`config.mk`:
```
export PLATFORM = sky130hd
export DESIGN_NAME = rng_share_arb
export DESIGN_NICKNAME = d
export VERILOG_FILES = /design/src/rtl/rng_share_arb.sv
export SDC_FILE = /design/constraint.sdc
export NUM_CORES = 1
export LEC_CHECK = 0
export ABC_AREA = 1
export ABC_CLOCK_PERIOD_IN_PS = 4150
export CAP_MARGIN = 30
export CORE_AREA = 4 4 112 157
export DETAILED_ROUTE_END_ITERATION = 10
export DIE_AREA = 0 0 116 161
export PLACE_DENSITY = 0.82
export SYNTH_ARGS = -nofsm -noshare
export SYNTH_HDL_FRONTEND = slang
export SYNTH_SLANG_ARGS = --single-unit
```
`constraint.sdc`:
```
create_clock -name clk -period 4.15 [get_ports clk]
set_input_delay 0.415 -clock clk [delete_from_list [all_inputs] [get_ports clk]]
set_output_delay 0.415 -clock clk [all_outputs]
set_load 0.02 [all_outputs]
```
`src/rtl/rng_share_arb.sv`:
```
// Shares one RNG core among NREQ consumers: keeps one prefetched word, grants it
// round-robin, supervises the RNG handshake with timeout/retry, and supports a flush.
module rng_share_arb #(
  parameter int NREQ    = 3,
  parameter int RNG_W   = 96,
  parameter int TIMEOUT = 255,
  parameter int TO_W    = 8
) (
  input  logic             clk,
  input  logic             rst_b,
  input  logic             clear,
  input  logic [NREQ-1:0]  req,
  output logic [NREQ-1:0]  ack,
  output logic [RNG_W-1:0] rd_data,
  output logic             rng_start,
  input  logic             rng_finish,
  input  logic [RNG_W-1:0] rng_data,
  output logic             buf_valid,
  output logic             err_timeout,
  output logic             err_spurious
);

  localparam int              IDX_W   = (NREQ > 1) ? $clog2(NREQ) : 1;
  localparam logic [IDX_W:0]  NREQ_L  = (IDX_W+1)'(NREQ);
  localparam logic [TO_W-1:0] TO_LAST = TO_W'(TIMEOUT - 1);
  localparam logic [NREQ-1:0] ONE     = NREQ'(1);

  typedef enum logic [1:0] {S_PRIME, S_WAIT, S_FULL} state_t;

  state_t           state;
  logic [IDX_W-1:0] rr;
  logic [IDX_W-1:0] winner;
  logic [TO_W-1:0]  cnt;
  logic             drop;
  logic [RNG_W-1:0] buffer;

  // Rotate the request vector so the rr pointer sits at bit 0, take the lowest set bit.
  function automatic logic [IDX_W-1:0] rr_pick(input logic [NREQ-1:0] r,
                                               input logic [IDX_W-1:0] ptr);
    logic [2*NREQ-1:0] rot;
    logic [IDX_W-1:0]  off;
    logic [IDX_W:0]    sum;
    rot = {r, r} >> ptr;
    off = '0;
    for (int i = NREQ - 1; i >= 0; i--)
      if (rot[i]) off = IDX_W'(i);
    sum = {1'b0, ptr} + {1'b0, off};
    if (sum >= NREQ_L) sum = sum - NREQ_L;
    return sum[IDX_W-1:0];
  endfunction

  function automatic logic [IDX_W-1:0] rr_next(input logic [IDX_W-1:0] w);
    logic [IDX_W:0] n;
    n = {1'b0, w} + (IDX_W+1)'(1);
    return (n == NREQ_L) ? '0 : n[IDX_W-1:0];
  endfunction

  assign winner = rr_pick(req, rr);

  always_ff @(posedge clk or negedge rst_b) begin
    if (!rst_b) begin
      state        <= S_PRIME;
      ack          <= '0;
      rd_data      <= '0;
      rng_start    <= 1'b0;
      buf_valid    <= 1'b0;
      err_timeout  <= 1'b0;
      err_spurious <= 1'b0;
      rr           <= '0;
      cnt          <= '0;
      drop         <= 1'b0;
    end else begin
      ack       <= '0;
      rng_start <= 1'b0;
      if (clear) begin
        buf_valid    <= 1'b0;
        err_timeout  <= 1'b0;
        err_spurious <= 1'b0;
        rr           <= '0;
        // An operation in flight cannot be cancelled; mark its word for discard.
        if (state == S_WAIT && !rng_finish) begin
          drop <= 1'b1;
          if (cnt == TO_LAST) begin
            rng_start <= 1'b1;
            cnt       <= '0;
          end else begin
            cnt <= cnt + TO_W'(1);
          end
        end else begin
          drop  <= 1'b0;
          state <= S_PRIME;
        end
      end else begin
        case (state)
          S_PRIME: begin
            if (rng_finish) err_spurious <= 1'b1;
            rng_start <= 1'b1;
            cnt       <= '0;
            state     <= S_WAIT;
          end
          S_WAIT: begin
            if (rng_finish) begin
              if (drop) begin
                drop  <= 1'b0;
                state <= S_PRIME;
              end else begin
                buf_valid <= 1'b1;
                state     <= S_FULL;
              end
            end else if (cnt == TO_LAST) begin
              rng_start   <= 1'b1;
              cnt         <= '0;
              err_timeout <= 1'b1;
            end else begin
              cnt <= cnt + TO_W'(1);
            end
          end
          S_FULL: begin
            if (rng_finish) err_spurious <= 1'b1;
            // Grant and refill on the same edge so the buffer is never idle.
            if (|req) begin
              ack       <= ONE << winner;
              rd_data   <= buffer;
              buf_valid <= 1'b0;
              rng_start <= 1'b1;
              cnt       <= '0;
              rr        <= rr_next(winner);
              state     <= S_WAIT;
            end
          end
          default: state <= S_PRIME;
        endcase
      end
    end
  end

  always_ff @(posedge clk) begin
    if (state == S_WAIT && rng_finish && !clear && !drop) buffer <= rng_data;
  end

endmodule

```
==> results.md <==
- Outcome: complete, no violations
- Number of global-route vias before repair: 5530
- Pwr/cell area: 665 nW/µm²
- H-Tree Depth: 1
- Cts bufs inserted: 21
- Worst Reg-to-Reg Cells: 14
- Worst vdd ir: 0.478 mV
- GRT Total Usage: 19.2%
- Starting Density: 47.4%
- Setup Skew: 0.00779 ns
- Commonest non-fill, non-tap cell in the layout: nand2_1
- Crit end category: register
- Routed wire length: about 18000 µm
- TNS Setup: 0 ns
- Fillers: 1189
- Syn Area/Cell: between 10 and 15 µm²
- Metal-1 WL: 6360 µm
- DR WL/cell: between 15 and 20 µm
- Cts hold-fix bufs: 0
- Slew at the pin closest to its max-slew limit: 0.793 ns
- Vias per cell: 4.88
- Die Wd: around 120 µm
- Post-CTS setup buffers: 0
- # rows: 55
- Post-detailed-route count of antenna-violating nets: 0
- RR Endpoint: rr[1]
- First-pass GRT wire length: ~28000 µm
- TritonCTS clock tree: built
- Synthesized flop and latch total: 212
- Layout Area Growth over Synthesis: 37.7%
- # DRC: 0
- Placement Setup Slack: roughly 1.1 ns
- TritonCTS Sinks: between 200 and 250
- Crit Reg-Reg Startpoint: rr[0]
- Clk_lat worst skew: roughly 0.48 ns
- Max-slew headroom: 47.1%
- Proportion of layout cells with a drive suffix above 1: 4.91%
- DRT Pass-1 Iters: 5
- Fmax: ~370 MHz
- Final Critical Period: 2.69 ns
- CTS Buffer Depth: 3
- Post-Syn Instances: 649
- Via count: 5247
- Final period util: 64.8%
- Highest-count cells in the layout ignoring fill and taps: nand2_1 (325), clkdlybuf4s50_1 (204), dfrtp_1 (116)
- Max-Cap Viols: 0
- Nets: 970
- I/O Pins: around 210
- CORE AREA: between 15000 and 20000 µm²
- Net count after synthesis: 757
- DP HPWL: 12200 µm
- Die Y-Extent: approximately 160 µm
- Worst reg2reg setup slack: 1.46 ns
- Seq/Total Area, Yosys: 75.8%
- Metal2 WL: 9360 µm
- Worst-path clk slew: 0.06 ns
- CP startpoint kind: register
- CP max FO: 8
- Resize count post-CTS: 0
- Syn Std Cell Area: 7640 µm²
- Port buffer count: 205
- Iteration-0 DRC Markers: 363
- CP arrival: 3.09 ns
- Max layer used: met5
- Final core occ: between 60% and 70%
- RSZ-0062 raised after global routing: false
- Largest net degree at the start of global routing: 75
- Placer Congestion: approximately 0.86
- Initial antenna violation count: 1
- Met3 WL post-DR: 1210 µm
- Grt ovf: 0
- Netlist cell types: 25
- Final number of hold-violating endpoints: 0
- Die area: about 19000 µm²
- Slew Viols, Final: 0
- Hold Path Class: input port to asynchronous set/reset pin
- Setup WS post-layout: 1.46 ns
- Final setup fails: 0
- Setup CP Type: register to register
- YS warnings: 0
- Critical Path RT: 4.55 ns
- CTS root buffer: clkbuf_16
- # diodes: 0
- LEAKAGE: 4.62 nW
==> layer usage <==
layer / GRT usage (%) / up-vias
met5: 0 / -
met4: 9.97 / 2
met3: 4.95 / 64
met2: 33.2 / 182
met1: 21.6 / 2494
li1: - / 2505
==> worst max-delay path, stage by stage, from the launching register on <==
cell and delay, ns:
dfrtp_1 0.46, nand2_1 0.08, o21ai_0 0.10, o21ai_0 0.22, nor2b_1 0.17, ha_1 0.15
inv_1 0.05, fa_1 0.50, inv_1 0.05, ha_1 0.19, nor2_1 0.10, nand2_1 0.06
a21oi_1 0.24, inv_1 0.09, o21ai_0 0.15
==> worst max path at each step <==
| stage | from | endpoint | slack, ns | cells after the start |
|---|---|---|---|---|
| after floorplan | clear | buffer[0] | 0.98 | 4 |
| final | rr[0] | rr[1] | 1.46 | 14 |
| after global routing | rr[0] | rr[0] | 1.15 | 13 |
| after CTS | rr[0] | rr[1] | 1.46 | 14 |
| after global placement | req[0] | rr[1] | 1.15 | 15 |
| after detailed placement | req[1] | rr[1] | 1.08 | 15 |
==> sequential cells by signal, indices dropped and copies added, names as in the netlist <==
signal,count
buf_valid,1
drop,1
ack,3
rng_start,1
err_timeout,1
rr,2
buffer,96
err_spurious,1
rd_data,96
cnt,8
state,2
==> where the power goes <==
part / switching (W) / leakage [nW] / internal, W
Combinational: 0.00118 / 1.95 / 0.000983
Sequential: 0.000308 / 2.37 / 0.00274
Clock: 0.000738 / 0.308 / 0.00103
==> area by class of cell <==
cell class	instances	area, µm²	share of cell area (%)
clock buffer	31	583	5.55
clock inverter	6	55.1	0.524
inverter	21	82.6	0.785
multi-input combinational	394	1620	15.4
sequential	212	5790	55.0
tap	199	249	2.37
timing repair buffer	212	2130	20.3
==> stage by stage <==
step	total power (W)	cells	instance area (µm²)	hold WS [ns]
2_1_floorplan	0.00403	649	7640	0.119
4_1_cts	0.00706	1075	10500	0.0413
5_1_grt	0.00734	1075	10500	0.0852
6_report	0.00699	1075	10500	0.0279
3_5_place_dp	0.00526	1038	9880	0.432
3_3_place_gp	0.00518	1037	9850	0.426
==> cells in the mapped netlist <==
cell	count	area [µm²]
ha_1	4	50.1
dfrtp_1	116	2900
nand4_1	3	18.8
nor3_1	4	20.0
nor2_4	1	11.3
fa_1	1	20.0
a22o_1	1	8.76
a22oi_1	1	7.51
buf_4	5	37.5
nand2_1	325	1220
nand2_2	2	12.5
buf_6	4	45.0
inv_2	2	7.51
mux2i_1	1	10.0
nor2b_1	1	6.26
o31ai_1	1	7.51
nor2_1	17	63.8
buf_2	13	65.1
o21ai_0	8	40.0
o211ai_1	2	15.0
edfxtp_1	96	2880
inv_1	19	71.3
nand3_1	10	50.1
a21oi_1	10	50.1
nor2_2	2	12.5
==> cells by family (layout without fill, tap and decap cells) <==
family	Yosys count	after routing	share of synthesized area, %
AND/OR/NAND/NOR	365	365	18.5
flip-flops	212	212	75.8
buffers and inverters	43	270	2.97
AO/OA/AOI/OAI	23	23	1.69
adder cells (fa/ha/maj)	5	5	0.918
multiplexers	1	1	0.131
Note: power is estimated with default switching activity, not from simulation.
